[src/rtl/raster_fp_pipes_if.sv]
`default_nettype none
// +--------------------------------------------------------------------------+
// | raster_fp_pipes_if : operand/result bundle for the raster fp pipelines    |
// | Revision 1.0                                                             |
// +--------------------------------------------------------------------------+
interface raster_fp_pipes_if;
  logic [31:0] add_a;
  logic [31:0] add_b;
  logic [31:0] add_q;
  logic [31:0] add_s;
  logic [31:0] mul_a;
  logic [31:0] mul_b;
  logic [31:0] mul_q;
  logic [31:0] cvt_a;
  logic [31:0] cvt_q;

  modport master (
    output add_a, add_b, mul_a, mul_b, cvt_a,
    input  add_q, add_s, mul_q, cvt_q
  );

  modport slave (
    input  add_a, add_b, mul_a, mul_b, cvt_a,
    output add_q, add_s, mul_q, cvt_q
  );
endinterface
`default_nettype wire

[src/rtl/raster_fp_pipes.sv]
`default_nettype none
// +--------------------------------------------------------------------------+
// | raster_fp_pipes : binary32 add/sub, multiply and float-to-int pipelines   |
// | Revision 1.0                                                             |
// +--------------------------------------------------------------------------+
module raster_fp_pipes (
  input  logic            clk,
  input  logic            areset,
  raster_fp_pipes_if.slave bus
);

  localparam logic [31:0] QNAN       = 32'h7FC0_0000;
  localparam int          ADD_STAGES = 6;
  localparam int          MUL_STAGES = 4;

  function automatic logic is_nan(input logic [31:0] f);
    return (f[30:23] == 8'hFF) && (|f[22:0]);
  endfunction

  function automatic logic is_inf(input logic [31:0] f);
    return (f[30:23] == 8'hFF) && !(|f[22:0]);
  endfunction

  function automatic logic is_zero(input logic [31:0] f);
    return f[30:23] == 8'd0;
  endfunction

  // m[26] is the leading one; m[2:0] are guard, round and sticky.
  function automatic logic [31:0] round_pack(input logic sign, input int exp_in,
                                             input logic [26:0] m);
    logic        up;
    logic [24:0] r;
    logic [22:0] frac;
    int          e;
    up = m[2] & (m[1] | m[0] | m[3]);
    r  = {1'b0, m[26:3]} + {24'd0, up};
    e  = exp_in;
    if (r[24]) begin
      e    = e + 1;
      frac = r[23:1];
    end else begin
      frac = r[22:0];
    end
    if (e >= 255)
      return {sign, 8'hFF, 23'd0};
    else if (e <= 0)
      return {sign, 31'd0};
    else
      return {sign, e[7:0], frac};
  endfunction

  function automatic logic [31:0] fp_add(input logic [31:0] a, input logic [31:0] b);
    logic        sx, sy;
    logic [7:0]  ex, ey;
    logic [22:0] fx, fy;
    logic [26:0] xm, ym, dif, m;
    logic [53:0] sh;
    logic [27:0] sum;
    int          d, lz;
    if (is_nan(a) || is_nan(b)) return QNAN;
    if (is_inf(a) && is_inf(b)) return (a[31] == b[31]) ? a : QNAN;
    if (is_inf(a)) return a;
    if (is_inf(b)) return b;
    if (is_zero(a) && is_zero(b)) return {a[31] & b[31], 31'd0};
    if (is_zero(a)) return b;
    if (is_zero(b)) return a;
    if (a[30:0] >= b[30:0]) begin
      {sx, ex, fx} = a;
      {sy, ey, fy} = b;
    end else begin
      {sx, ex, fx} = b;
      {sy, ey, fy} = a;
    end
    d = int'(ex) - int'(ey);
    if (d > 31) d = 31;
    xm = {1'b1, fx, 3'b000};
    sh = {1'b1, fy, 3'b000, 27'd0} >> d;
    ym = {sh[53:28], |sh[27:0]};
    if (sx == sy) begin
      sum = {1'b0, xm} + {1'b0, ym};
      if (sum[27])
        return round_pack(sx, int'(ex) + 1, {sum[27:2], sum[1] | sum[0]});
      return round_pack(sx, int'(ex), sum[26:0]);
    end
    dif = xm - ym;
    if (dif == '0) return 32'd0;
    lz = 0;
    for (int i = 0; i < 27; i++)
      if (dif[i]) lz = 26 - i;
    m = dif << lz;
    return round_pack(sx, int'(ex) - lz, m);
  endfunction

  function automatic logic [31:0] fp_mul(input logic [31:0] a, input logic [31:0] b);
    logic        sgn;
    logic [47:0] p;
    int          e;
    sgn = a[31] ^ b[31];
    if (is_nan(a) || is_nan(b)) return QNAN;
    if ((is_inf(a) && is_zero(b)) || (is_zero(a) && is_inf(b))) return QNAN;
    if (is_inf(a) || is_inf(b)) return {sgn, 8'hFF, 23'd0};
    if (is_zero(a) || is_zero(b)) return {sgn, 31'd0};
    p = {24'd0, 1'b1, a[22:0]} * {24'd0, 1'b1, b[22:0]};
    e = int'(a[30:23]) + int'(b[30:23]) - 127;
    if (p[47])
      return round_pack(sgn, e + 1, {p[47:22], |p[21:0]});
    return round_pack(sgn, e, {p[46:21], |p[20:0]});
  endfunction

  function automatic logic [31:0] fp_to_int(input logic [31:0] a);
    logic [63:0] w;
    logic [31:0] mag;
    logic        up;
    int          e;
    if (is_nan(a)) return 32'd0;
    e = int'(a[30:23]) - 127;
    if (e >= 31) return a[31] ? 32'h8000_0000 : 32'h7FFF_FFFF;
    if (e < -1) return 32'd0;
    // Integer part lands in w[63:32], fraction in w[31:0].
    w = {8'd0, 1'b1, a[22:0], 32'd0};
    if (e >= 23)
      w = w << (e - 23);
    else
      w = w >> (23 - e);
    up  = w[31] & ((|w[30:0]) | w[32]);
    mag = w[63:32] + {31'd0, up};
    return a[31] ? (~mag + 32'd1) : mag;
  endfunction

  logic [31:0] add_a_reg, add_b_reg, mul_a_reg, mul_b_reg, cvt_a_reg;
  logic [31:0] add_q_pipe [ADD_STAGES];
  logic [31:0] add_s_pipe [ADD_STAGES];
  logic [31:0] mul_pipe   [MUL_STAGES];
  logic [31:0] cvt_reg;
  logic [31:0] add_q_next, add_s_next, mul_next, cvt_next;

  assign add_q_next = fp_add(add_a_reg, add_b_reg);
  assign add_s_next = fp_add(add_a_reg, {~add_b_reg[31], add_b_reg[30:0]});
  assign mul_next   = fp_mul(mul_a_reg, mul_b_reg);
  assign cvt_next   = fp_to_int(cvt_a_reg);

  always_ff @(posedge clk) begin
    if (areset) begin
      add_a_reg <= '0;
      add_b_reg <= '0;
      mul_a_reg <= '0;
      mul_b_reg <= '0;
      cvt_a_reg <= '0;
      cvt_reg   <= '0;
      for (int i = 0; i < ADD_STAGES; i++) begin
        add_q_pipe[i] <= '0;
        add_s_pipe[i] <= '0;
      end
      for (int i = 0; i < MUL_STAGES; i++)
        mul_pipe[i] <= '0;
    end else begin
      add_a_reg     <= bus.add_a;
      add_b_reg     <= bus.add_b;
      mul_a_reg     <= bus.mul_a;
      mul_b_reg     <= bus.mul_b;
      cvt_a_reg     <= bus.cvt_a;
      cvt_reg       <= cvt_next;
      add_q_pipe[0] <= add_q_next;
      add_s_pipe[0] <= add_s_next;
      mul_pipe[0]   <= mul_next;
      for (int i = 1; i < ADD_STAGES; i++) begin
        add_q_pipe[i] <= add_q_pipe[i-1];
        add_s_pipe[i] <= add_s_pipe[i-1];
      end
      for (int i = 1; i < MUL_STAGES; i++)
        mul_pipe[i] <= mul_pipe[i-1];
    end
  end

  assign bus.add_q = add_q_pipe[ADD_STAGES-1];
  assign bus.add_s = add_s_pipe[ADD_STAGES-1];
  assign bus.mul_q = mul_pipe[MUL_STAGES-1];
  assign bus.cvt_q = cvt_reg;

endmodule
`default_nettype wire

[src/flat_wrapper.sv]
// flat-port wrapper written by rule: the top's interface ports become plain ports
module raster_fp_pipes_flat 
  (clk, areset, bus_add_a, bus_add_b, bus_mul_a, bus_mul_b, bus_cvt_a, bus_add_q, bus_add_s, bus_mul_q, bus_cvt_q);
  raster_fp_pipes_if bus_i ();
  input  logic clk;
  input  logic areset;
  input wire logic [$bits(bus_i.add_a)-1:0] bus_add_a;
  input wire logic [$bits(bus_i.add_b)-1:0] bus_add_b;
  input wire logic [$bits(bus_i.mul_a)-1:0] bus_mul_a;
  input wire logic [$bits(bus_i.mul_b)-1:0] bus_mul_b;
  input wire logic [$bits(bus_i.cvt_a)-1:0] bus_cvt_a;
  output wire logic [$bits(bus_i.add_q)-1:0] bus_add_q;
  output wire logic [$bits(bus_i.add_s)-1:0] bus_add_s;
  output wire logic [$bits(bus_i.mul_q)-1:0] bus_mul_q;
  output wire logic [$bits(bus_i.cvt_q)-1:0] bus_cvt_q;
  assign bus_i.add_a = bus_add_a;
  assign bus_i.add_b = bus_add_b;
  assign bus_i.mul_a = bus_mul_a;
  assign bus_i.mul_b = bus_mul_b;
  assign bus_i.cvt_a = bus_cvt_a;
  assign bus_add_q = bus_i.add_q;
  assign bus_add_s = bus_i.add_s;
  assign bus_mul_q = bus_i.mul_q;
  assign bus_cvt_q = bus_i.cvt_q;
  raster_fp_pipes u_core (.clk(clk), .areset(areset), .bus(bus_i));
endmodule
[config.mk]
export PLATFORM = sky130hd
export DESIGN_NAME = raster_fp_pipes_flat
export DESIGN_NICKNAME = d
export VERILOG_FILES = /design/src/rtl/raster_fp_pipes_if.sv /design/src/rtl/raster_fp_pipes.sv /design/src/flat_wrapper.sv
export SDC_FILE = /design/constraint.sdc
export NUM_CORES = 2
export LEC_CHECK = 0
export ABC_AREA = 0
export BUFFER_PORTS_ARGS = -buffer_cell sky130_fd_sc_hd__buf_2
export CORE_UTILIZATION = 45
export CTS_BUF_LIST = sky130_fd_sc_hd__clkbuf_8
export CTS_CLUSTER_SIZE = 14
export DETAILED_ROUTE_END_ITERATION = 16
export GPL_TIMING_DRIVEN = 0
export SETUP_SLACK_MARGIN = 0.4
export SYNTH_ARGS = -nofsm -noshare
export SYNTH_HDL_FRONTEND = slang
export SYNTH_SLANG_ARGS = --single-unit
[constraint.sdc]
create_clock -name clk -period 14.8 [get_ports clk]
set_clock_uncertainty 0.15 [all_clocks]
set_input_delay 1.48 -clock clk [delete_from_list [all_inputs] [get_ports clk]]
set_output_delay 1.48 -clock clk [all_outputs]
set_load 0.05 [all_outputs]
**After elaboration in Yosys (flattened, before gate mapping)**

Memory sizes are Yosys's and may differ from the RTL's.
Index checks and enable logic that the tools add are counted.

- Register bits after elaboration: 192
- RAM bits: 512
- Input bits: 162
- Output and inout bits: 128
- Memories: 3

Memory list:

| memory | words | bits a word | rd ports | clocked after memory_dff | write ports | RTL line | source |
|---|---|---|---|---|---|---|---|
| u_core.add_q_pipe | 6 | 32 | 6 | 0 | 6 | raster_fp_pipes.sv:131 | `logic [31:0] add_q_pipe [ADD_STAGES];` |
| u_core.add_s_pipe | 6 | 32 | 6 | 0 | 6 | raster_fp_pipes.sv:132 | `logic [31:0] add_s_pipe [ADD_STAGES];` |
| u_core.mul_pipe | 4 | 32 | 4 | 0 | 4 | raster_fp_pipes.sv:133 | `logic [31:0] mul_pipe [MUL_STAGES];` |

- $add $sub $neg: 24
- $mul: 1
- Order comparisons: 21
- Equal/unequal tests: 9
- Shifts and indexed selects: 5
- Multiplexer cells: 403
- Bitwise logic cells: 41
- Reduce and logical (&&, ||, !) cells: 36

Operators with widths:

| kind | count |
|---|---|
| 32-bit 2-to-1 mux | 210 |
| 23-bit 2-to-1 mux | 22 |
| 31-bit 2-to-1 mux | 16 |
| 32-bit by 9-bit >= comparator with 1-bit output, second input constant | 8 |
| 32-bit by 1-bit less-or-equal comparator with 1-bit output, second input constant | 8 |
| 64-bit 2-to-1 mux | 4 |
| 32-bit by 2-bit adder with 32-bit output, second input constant | 5 |
| 24-bit by 1-bit adder with 25-bit output | 6 |
| 1-bit 2-to-1 mux | 134 |
| 8-bit 2-to-1 mux | 16 |
| 23-bit OR reduction | 5 |
| 32-bit by 6-bit >= comparator with 1-bit output, second input constant | 2 |
| 27-bit by 32-bit << shifter with 27-bit output | 2 |
| 56-bit by 32-bit << shifter with 64-bit output | 1 |
| 56-bit by 32-bit right shift with 64-bit output | 1 |
| 9-bit by 32-bit subtractor with 32-bit output | 2 |
| 54-bit by 32-bit right shift with 54-bit output | 1 |
| 24-bit by 24-bit multiplier with 48-bit output | 1 |
| 8-bit == test, second input constant | 5 |
| 32-bit by 1-bit adder with 32-bit output | 1 |
| 32-bit by 1-bit adder with 32-bit output, second input constant | 1 |
| 8-bit zero test | 4 |
| 32-bit by 1-bit less-than comparator with 1-bit output, second input constant | 1 |
| 32-bit inverter | 1 |
| 25 further kinds | 83 |

**Longest topological paths before layout**

- Depth in word-level cells: 110
- Depth in mapped cells: 76
- Gate-level depth less buffers: 63

**Worst setup path before layout**

Ideal clock, no wire load.

- Kind: register -> register
- Start: register u_core.add_b_reg[24]
- End: memory u_core.add_q_pipe[0][10]
- Setup time: 122 ps
- Data arrival time: 14880 ps
- Required time: 14528 ps
- Setup slack: -352 ps
- Stages on the path, launching flop included: 72
- Buffers on the path: 16
- Period minus slack after synthesis: 15152 ps
- Cell sequence: dfxtp_1 clkbuf_1 inv_1 ha_1 nand4_1 nor4_1 a221o_1 or3_1 buf_6 nor2_2 clkbuf_1 buf_1 buf_2 buf_1 buf_1 clkbuf_1 mux2i_1 ha_1 [... 36 more ...] ha_1 a21o_1 a21o_1 a21o_1 a21o_1 nor2_1 and2_1 ha_1 clkbuf_1 nor4b_1 a311oi_1 nor2_1 inv_1 nor3_2 nor3_1 and3_1 buf_2 a221o_1

RTL lines:

| what | RTL line | source |
|---|---|---|
| start: declaration | raster_fp_pipes.sv:130 | `logic [31:0] add_a_reg, add_b_reg, mul_a_reg, mul_b_reg, cvt_a_reg;` |
| start signal: assignment | raster_fp_pipes.sv:158 | `add_b_reg <= bus.add_b;` |
| end: declaration | raster_fp_pipes.sv:131 |  |

==> reports/results.txt <==
data required time at the worst endpoint -> 15310 ps
routed wl met3 -> 17420 µm
cts bufs inserted -> 115
total clock sinks -> 704
violation count after the first detailed-routing iteration -> 4946
core area -> 132000 µm²
leakage power -> 29.92 nW
largest registers -> u_core.add_q_pipe x192, u_core.add_s_pipe x192, u_core.mul_pipe x128
later-pin clock latency in the skew report -> 890 ps
worst hold margin -> 258.4 ps
async set-or-reset flop fraction in the synthesized netlist -> 0%
Yosys warnings -> 0
Antenna Nets Post-Route -> 0
residual DRC count -> 0
leading cell type by number of instances after synthesis -> sky130_fd_sc_hd__nand2_1
number of antenna violations at the first check in global routing -> 4
hold violation count in the final report -> 0
post-route worst setup slack -> 573.2 ps
kind of critical path -> flip-flop to flip-flop
number of buffers between clock root and the deepest sink -> 3
number of enable flip-flop cells after synthesis -> 0
Routed met1 length -> 93210 µm
Max H-tree Level -> 3
global route total overflow -> 0
slowest stage cell, crit path -> sky130_fd_sc_hd__a2111oi_1
Final Setup Violations -> 0
RSZ-0062 raised after global routing -> false
upper clock frequency limit -> 70.29 MHz
worst vdd rail ir drop -> 0.2163 mV
Vias/cell -> 5.700
result of the run -> finished, final reports clean
Pre-Repair DR Iteration Count -> 8
die boundary height -> 367.3 µm
post-synth cell types -> 124
fraction of layout instances using a drive strength above 1 -> 14.37%
maxcap violations -> 0
per-cell routed wire length -> 23.59 µm
NumNets Final -> 8646
Port-buffer cells -> 289
number of global-route vias before repair -> 53560
Worst setup EP type -> flip-flop
headroom to the max-slew limit -> 10.53%
Worst Max-Slew Pin Slew -> 1328 ps
effective utilization at floorplan -> 45.51%
Buffers & Inverters on Critical Path -> 17
fin crit period -> 14230 ps
power density over the cells -> 150.3 nW/µm²
class of the tightest hold or removal check -> flip-flop to flip-flop
area growth from synthesis to layout -> 13.90%
Overall Global Routing Usage -> 32.83%
startpoint types -> flip-flop
Detailed Place HPWL -> 180600 µm
root buffer cell -> sky130_fd_sc_hd__clkbuf_8
final estimated routing congestion in global placement -> 1.001
fraction of post-synthesis cell area in the top cell type by area -> 23.47%
dominant register cell in the synthesized netlist -> sky130_fd_sc_hd__dfxtp_1
IO Pins -> 290
post-synthesis sequential area ratio -> 23.47%
total wirelength of the detailed-routed design -> 225200 µm
Seq cells post-synth -> 704
pin count of the biggest net entering global routing -> 21
total power draw -> 10.28 mW
first-pass GRT wire length -> 335800 µm
cell class contributing the biggest share of worst-path delay -> compound AO/OA/AOI/OAI gates
Syn Area/Cell -> 8.346 µm²
area of the die -> 134900 µm²
cell count after synthesis -> 7196
area of the mapped netlist -> 60060 µm²
count of hold-fix buffers inserted at cts -> 0
number of max-slew violations in the final report -> 0
Placement Setup Slack -> -4311 ps
die width -> 367.3 µm
largest cells by area after synthesis -> sky130_fd_sc_hd__dfxtp_1 23%, sky130_fd_sc_hd__fa_1 16%, sky130_fd_sc_hd__ha_1 6.4%, sky130_fd_sc_hd__nor2b_1 6.3%, sky130_fd_sc_hd__nand2_1 4.8%
clock slew at the register clock pins of the worst setup and hold paths -> 60 ps
most common library cells after synthesis -> 775 x sky130_fd_sc_hd__nand2_1, 704 x sky130_fd_sc_hd__dfxtp_1, 613 x sky130_fd_sc_hd__inv_1
library cell appearing most often on the critical path -> sky130_fd_sc_hd__buf_4
net count of the mapped netlist -> 8150
TritonCTS clock tree -> yes
length of routed met2 wiring -> 100400 µm
stage delay of the slowest cell on the critical path -> 730 ps
total number of vias -> 54400
Synth area leader -> sky130_fd_sc_hd__dfxtp_1
top sig layer -> met4
cell row count -> 133
endpoint arrival time on the critical path -> 14730 ps
highest fanout seen on the critical path -> 10
period utilization -> 96.13%
## area by class of cell
class                      count  area, µm²
fill                       12840      63550
sequential                   704      14170
clock buffer                 141       1941
clock inverter                72      591.8
timing repair buffer         378       2126
inverter                     619       2342
multi-input combinational   5436      42760
tap                         1755       2196
buffer                       438       2277
antenna                        2      5.005
## layer usage
metal | global-route usage (%) | vias to the layer above
met5 | 0 | -
met4 | 17.53 | 0
met3 | 6.149 | 591
met2 | 52.20 | 2428
met1 | 42.15 | 26180
li1 | - | 25200
## repair_timing
item / 4_1_cts / 5_1_grt
endpoints found under the hold margin: 0 / 0
pin swaps: 20 / 47
resized for setup: 200 / 244
setup buffers: 35 / 52
cloned: 0 / 1
setup endpoints to repair: 74 / 87
## stage by stage
step | utilization (%) | TNS (ps) | std cells | area [µm²]
2_1_floorplan | - | 0 | 7196 | 60080
3_3_place_gp | 48.28 | -250660 | 9240 | 63720
3_5_place_dp | 48.31 | -249940 | 9242 | 63740
4_1_cts | 50.99 | 0 | 9490 | 67290
5_1_grt | 51.84 | 0 | 9545 | 68410
6_report | 51.84 | 0 | 9545 | 68410
## cell families after synthesis
logic type	synth area share (%)
AOI/OAI and AO/OA	15.76
xor gates and xnor gates	4.346
adders and majority gates	22.56
buffers and inverters	7.223
DFF	23.47
muxes	2.492
and+or+nand+nor	24.16
## cell usage in the layout, fill, tap and decap left out, drive strengths merged, types with 56 or more instances in the layout
master,instances
a211oi,56
a21oi,337
and2,274
buf,517
clkbuf,440
dfxtp,704
fa,485
ha,307
inv,654
mux2i,89
nand2,776
nand2b,59
nand3,127
nand4,66
nor2,465
nor2b,607
nor3,137
nor4,82
o211ai,67
o21ai,321
o22ai,66
xnor2,196
xor2,102
## path summary, 6_finish.rpt
| check | from | to | slack, ps | cells past startpoint |
|---|---|---|---|---|
| max | u_core.add_b_reg[6] | u_core.add_q_pipe[0][27] | 570 | 57 |
| min | u_core.mul_pipe[0][14] | u_core.mul_pipe[1][14] | 260 | 1 |
| max reg2reg | u_core.add_b_reg[6] | u_core.add_q_pipe[0][27] | 570 | 57 |
| min reg2reg | u_core.mul_pipe[0][14] | u_core.mul_pipe[1][14] | 260 | 1 |
## worst reg2reg max path: cells and delay by family, from the launching register on
family,cells,cell delay (ps)
xor+xnor,2,920
mux,2,450
fa+ha+maj,3,740
flops,1,650
simple gates,15,2990
buf+inv,17,2960
compound gates,18,5180
## where the power goes
| part | internal [mW] | switching (mW) |
|---|---|---|
| clock | 0.985 | 0.830 |
| combinational | 2.25 | 4.08 |
| sequential | 2.04 | 0.0992 |
No activity file was read; power rests on OpenSTA's default activity.
